$ cat config.mk
export PLATFORM = sky130hd
export DESIGN_NAME = id_ex_stage
export DESIGN_NICKNAME = d
export VERILOG_FILES = /design/src/rtl/id_ex_stage.sv
export SDC_FILE = /design/constraint.sdc
export NUM_CORES = 1
export LEC_CHECK = 0
export BUFFER_PORTS_ARGS = -buffer_cell sky130_fd_sc_hd__buf_2
export CORE_MARGIN = 3
export CORE_UTILIZATION = 35
export CTS_CLUSTER_DIAMETER = 100
export DETAILED_ROUTE_END_ITERATION = 10
export PLACE_DENSITY = 0.72
export SLEW_MARGIN = 20
export SYNTH_ARGS = -nofsm -noshare
export SYNTH_HDL_FRONTEND = slang
export SYNTH_SLANG_ARGS = --single-unit
$ cat constraint.sdc
create_clock -name clk -period 3.5 [get_ports clk]
set_input_delay 0.525 -clock clk [delete_from_list [all_inputs] [get_ports clk]]
set_output_delay 0.525 -clock clk [all_outputs]
set_load 0.005 [all_outputs]
$ cat src/rtl/id_ex_stage.sv
// ID/EX pipeline register: captures operands and decoded control, detects
// load-use hazards against EX, and inserts bubbles on hazard or branch flush.
module id_ex_stage #(
   parameter int DATA_W = 16,
   parameter int REG_AW = 4,
   parameter int CNT_W  = 16
) (
   input  logic              clk,
   input  logic              rst,
   input  logic              stall_ext,
   input  logic              flush,
   input  logic              in_valid,
   input  logic [DATA_W-1:0] in_pc,
   input  logic [REG_AW-1:0] in_rs1,
   input  logic [REG_AW-1:0] in_rs2,
   input  logic              in_use_rs1,
   input  logic              in_use_rs2,
   input  logic [REG_AW-1:0] in_rd,
   input  logic              in_reg_write,
   input  logic              in_mem_read,
   input  logic              in_mem_write,
   input  logic [3:0]        in_alu_op,
   input  logic [DATA_W-1:0] in_imm,
   input  logic [DATA_W-1:0] src_data1,
   input  logic [DATA_W-1:0] src_data2,
   output logic              id_stall,
   output logic              ex_valid,
   output logic [DATA_W-1:0] ex_pc,
   output logic [DATA_W-1:0] ex_imm,
   output logic [DATA_W-1:0] ex_op1,
   output logic [DATA_W-1:0] ex_op2,
   output logic [REG_AW-1:0] ex_rs1,
   output logic [REG_AW-1:0] ex_rs2,
   output logic [REG_AW-1:0] ex_rd,
   output logic              ex_reg_write,
   output logic              ex_mem_read,
   output logic              ex_mem_write,
   output logic [3:0]        ex_alu_op,
   output logic [CNT_W-1:0]  bubble_count
);

   typedef struct packed {
      logic              valid;
      logic [DATA_W-1:0] pc;
      logic [DATA_W-1:0] imm;
      logic [DATA_W-1:0] op1;
      logic [DATA_W-1:0] op2;
      logic [REG_AW-1:0] rs1;
      logic [REG_AW-1:0] rs2;
      logic [REG_AW-1:0] rd;
      logic              regWrite;
      logic              memRead;
      logic              memWrite;
      logic [3:0]        aluOp;
   } exReg_t;

   exReg_t           exQ, exD;
   logic [CNT_W-1:0] bubbleCnt;
   logic             loadInEx, srcHit, hz, bubble;

   // A load in EX whose result is not available until MEM forces one bubble.
   assign loadInEx = exQ.valid & exQ.memRead & exQ.regWrite & (exQ.rd != '0);
   assign srcHit   = (in_use_rs1 & (in_rs1 == exQ.rd)) | (in_use_rs2 & (in_rs2 == exQ.rd));
   assign hz       = in_valid & loadInEx & srcHit;
   assign bubble   = flush | hz;
   assign id_stall = stall_ext | (hz & ~flush);

   always_comb begin
      exD          = '0;
      exD.valid    = in_valid;
      exD.pc       = in_pc;
      exD.imm      = in_imm;
      exD.op1      = src_data1;
      exD.op2      = src_data2;
      exD.rs1      = in_rs1;
      exD.rs2      = in_rs2;
      exD.rd       = in_rd;
      exD.regWrite = in_reg_write & in_valid;
      exD.memRead  = in_mem_read & in_valid;
      exD.memWrite = in_mem_write & in_valid;
      exD.aluOp    = in_alu_op;
   end

   always_ff @(posedge clk or negedge rst) begin
      if (!rst) begin
         exQ       <= '0;
         bubbleCnt <= '0;
      end else if (!stall_ext) begin
         exQ <= bubble ? '0 : exD;
         // Only load-use bubbles are counted; flush bubbles are not.
         if (hz && !flush && bubbleCnt != '1)
            bubbleCnt <= bubbleCnt + CNT_W'(1);
      end
   end

   assign ex_valid     = exQ.valid;
   assign ex_pc        = exQ.pc;
   assign ex_imm       = exQ.imm;
   assign ex_op1       = exQ.op1;
   assign ex_op2       = exQ.op2;
   assign ex_rs1       = exQ.rs1;
   assign ex_rs2       = exQ.rs2;
   assign ex_rd        = exQ.rd;
   assign ex_reg_write = exQ.regWrite;
   assign ex_mem_read  = exQ.memRead;
   assign ex_mem_write = exQ.memWrite;
   assign ex_alu_op    = exQ.aluOp;
   assign bubble_count = bubbleCnt;

endmodule

==> impl_metrics.csv <==
group,metric,value,unit
logic_synthesis,yosys_register_bits,100,
timing,finalHoldViolations,0,
timing,rsz0062_at_grt,"false",
placement,gp_congestion,0.831,
clock_tree,cts-resized-gates,0,
timing,worst_pin_slew,0.936,ns
timing,min_period,2.48,ns
clock_tree,clk_latency,0.35,ns
clock_tree,cts.sinks,100,
cells_and_area,syn2layout_area_growth,31.0,%
cells_and_area,multi_input_area,0.00127,sq mm
cells_and_area,fin_cells,605,
critical_path,crit_required,2.97,ns
timing,max_freq,404,MHz
critical_path,r2r-end,"ex_op2[12]",
global_route,grt_pass1_vias,3212,
route,wl,10200,um
clock_tree,clockBufferDepth,2,
critical_path,critical_path_class,"reg2out",
logic_synthesis,synth_top_cell_by_area,"dfrtp_1",
route,vias,3062,
clock_tree,post_cts_buffers,0,
placement,dpl-instance-area,0.00494,sq mm
route,vias_per_cell,5.06,
logic_synthesis,synth_top_area_share,64.0,%
timing,setup_violations,0,
logic_synthesis,yosysUniqueCellTypes,26,
clock_tree,root_buffer,"clkbuf_8",
critical_path,cp-start-kind,"register",
route,drt_pass1_iterations,4,
timing,finClkSkew,0.0101,ns
timing,slew_headroom,37.6,%
placement,dp_slack,0.920,ns
global_route,grt_max_degree,85,
clock_tree,cts_hold_buf,0,
power_and_ir_drop,total_power,0.00225,W
floorplanning,initial_core_util,36.9,%
logic_synthesis,ys_async_sr_fraction,100,%
logic_synthesis,synth_area_leaders,"dfrtp_1, a22o_1, xnor2_1",
critical_path,timing.reg2reg.worst_path_depth,8,
cells_and_area,drive_gt1_share,45.5,%
outcome,status,"finished, final reports clean",
floorplanning,pin_count,191,
power_and_ir_drop,power.leakage,2.79,nW
power_and_ir_drop,peakVddDrop,0.163,mV
timing,maxSlewViolCount,0,
logic_synthesis,synth_edf_count,0,
critical_path,worstPathArrival,1.95,ns
power_and_ir_drop,power_density,439,mW/mm^2
placement,port_buffers,190,
logic_synthesis,yosys_warnings,0,
critical_path,r2r-start,"ex_rd[0]",
logic_synthesis,syn-cell-area,0.00391,sq mm
cells_and_area,register_area,0.00250,sq mm
timing,setup_ws,1.02,ns
clock_tree,path_clk_slew,0.09,ns
clock_tree,h-tree-depth,3,
placement,dp.final_hpwl,7290,um
min_path,holdCritPathClass,"in2async",
global_route,grt_usage,16.4,%
cells_and_area,nets,556,
route,drt-initial-drc-count,215,
timing,post-route-period-util,70.7,%
critical_path,worstPathMaxFanout,17,
route,ant_nets,0,
route,drt_drc_violations_left,0,
cells_and_area,fillers,979,
floorplanning,fp-row-count,37,
logic_synthesis,ys.flop_type,"dfrtp_1",
cells_and_area,final_area,0.00512,sq mm
floorplanning,die_w,112,um
logic_synthesis,netlist_instances,280,
run,drv_cap,0,
logic_synthesis,synth_seq_area_share,64.0,%
floorplanning,die-height,112,um
critical_path,reg2reg_slack,1.06,ns
route,wire_per_inst,16.8,um
placement,dp.cells,590,
global_route,grt-ovfl-total,0,
logic_synthesis,synth.avg_cell_area,14.0,sq um
clock_tree,cts_inserted_buffers,9,
clock_tree,cts_tree,"done",
critical_path,cp-end-kind,"output port",
logic_synthesis,mappedNetlistNets,371,
floorplanning,die_area,0.0125,sq mm
floorplanning,core,0.0106,sq mm
timing,finalSetupTns,0,ns
global_route,grt_pass1_wl,16800,um
global_route,grt_antenna_before_repair,1,
## logic make-up after synthesis
kind of cell    synth area share, %
simple gates                   6.72
fa+ha+maj                     0.320
xor+xnor                       5.15
buf+inv                        3.68
mux                           0.288
compound gates                 19.8
flops                          64.0
## worst max path at each step
stage	start	end	slack [ns]	depth (start not counted)
global route	ex_rd[3]	id_stall	0.85	7
finish	ex_rd[0]	id_stall	1.02	7
CTS	ex_rd[0]	id_stall	0.97	7
floorplan	in_valid	id_stall	1.36	6
detailed placement	in_valid	ex_mem_read	0.92	9
global placement	in_valid	ex_mem_read	0.97	9
## state kept, by name (all words and copies together) (netlist names), 4 cells and up
signal        count
ex_pc            16
ex_imm           16
ex_rd             4
bubble_count     16
ex_op2           16
ex_op1           16
ex_rs2            4
ex_rs1            4
ex_alu_op         4
## cell usage in the layout, fill, tap and decap left out
cell / n
buf_2: 189
dfrtp_1: 100
a22o_1: 81
xnor2_1: 17
nand4_1: 14
clkbuf_8: 9
xor2_1: 6
nand3_1: 6
and3_1: 6
buf_4: 6
nor2_1: 5
nand2_1: 5
nor3_1: 3
a32o_1: 3
inv_1: 2
nor4_1: 2
clkinvlp_4: 2
clkinv_2: 2
diode_2: 1
o41ai_4: 1
a21o_1: 1
nor3_4: 1
or4_4: 1
or3_1: 1
and4_1: 1
nor2b_1: 1
mux2_2: 1
ha_1: 1
bufinv_16: 1
## metal layers
metal | share of wire [%] | GRT usage, % | wire length (um)
met1 | 45 | 21.7 | 4600
met2 | 47 | 26.0 | 4740
met3 | 6.8 | 4.57 | 689
met4 | 1.3 | 5.35 | 136
met5 | 0 | 0 | 0
## synthesized netlist by cell type, types with 2 or more instances
library cell    n
a22o_1         81
a32o_1          3
and3_1          6
buf_6           7
clkbuf_1       12
dfrtp_1       100
inv_1           2
nand2_1         5
nand3_1         6
nand4_1        14
nor2_1          5
nor3_1          3
nor4_1          2
xnor2_1        17
xor2_1          6
## power by group
group	leakage, nW	internal [W]	switching [W]	total, W
combinational	1.38	0.000150	0.000139	0.000290
clock	0.0870	0.000320	0.000367	0.000687
sequential	1.32	0.00123	0.0000447	0.00127
## cell type report
class	instances	area share, %
Sequential cell	100	48.9
Multi-Input combinational cell	157	24.8
Tap cell	136	3.32
Timing Repair Buffer	195	19.4
Clock inverter	5	1.08
Clock buffer	9	2.42
Antenna cell	1	0.0489
Inverter	2	0.147
## stage by stage
| step | utilization, % | hold WS [ns] |
|---|---|---|
| global route | 48.3 | 0.0672 |
| global placement | 46.6 | 0.453 |
| detailed placement | 46.6 | 0.459 |
| CTS | 48.3 | 0.0575 |
| finish | 48.3 | 0.0734 |
| floorplan | - | 0.229 |
## worst max-delay path, cell delays in order (launching register included)
cell and delay, ns:
dfrtp_1 0.44, xor2_1 0.18, nor3_1 0.21, nand4_1 0.17, o41ai_4 0.08, buf_4 0.27
a21o_1 0.13, buf_2 0.11
Power figures use the tool's default switching activity.
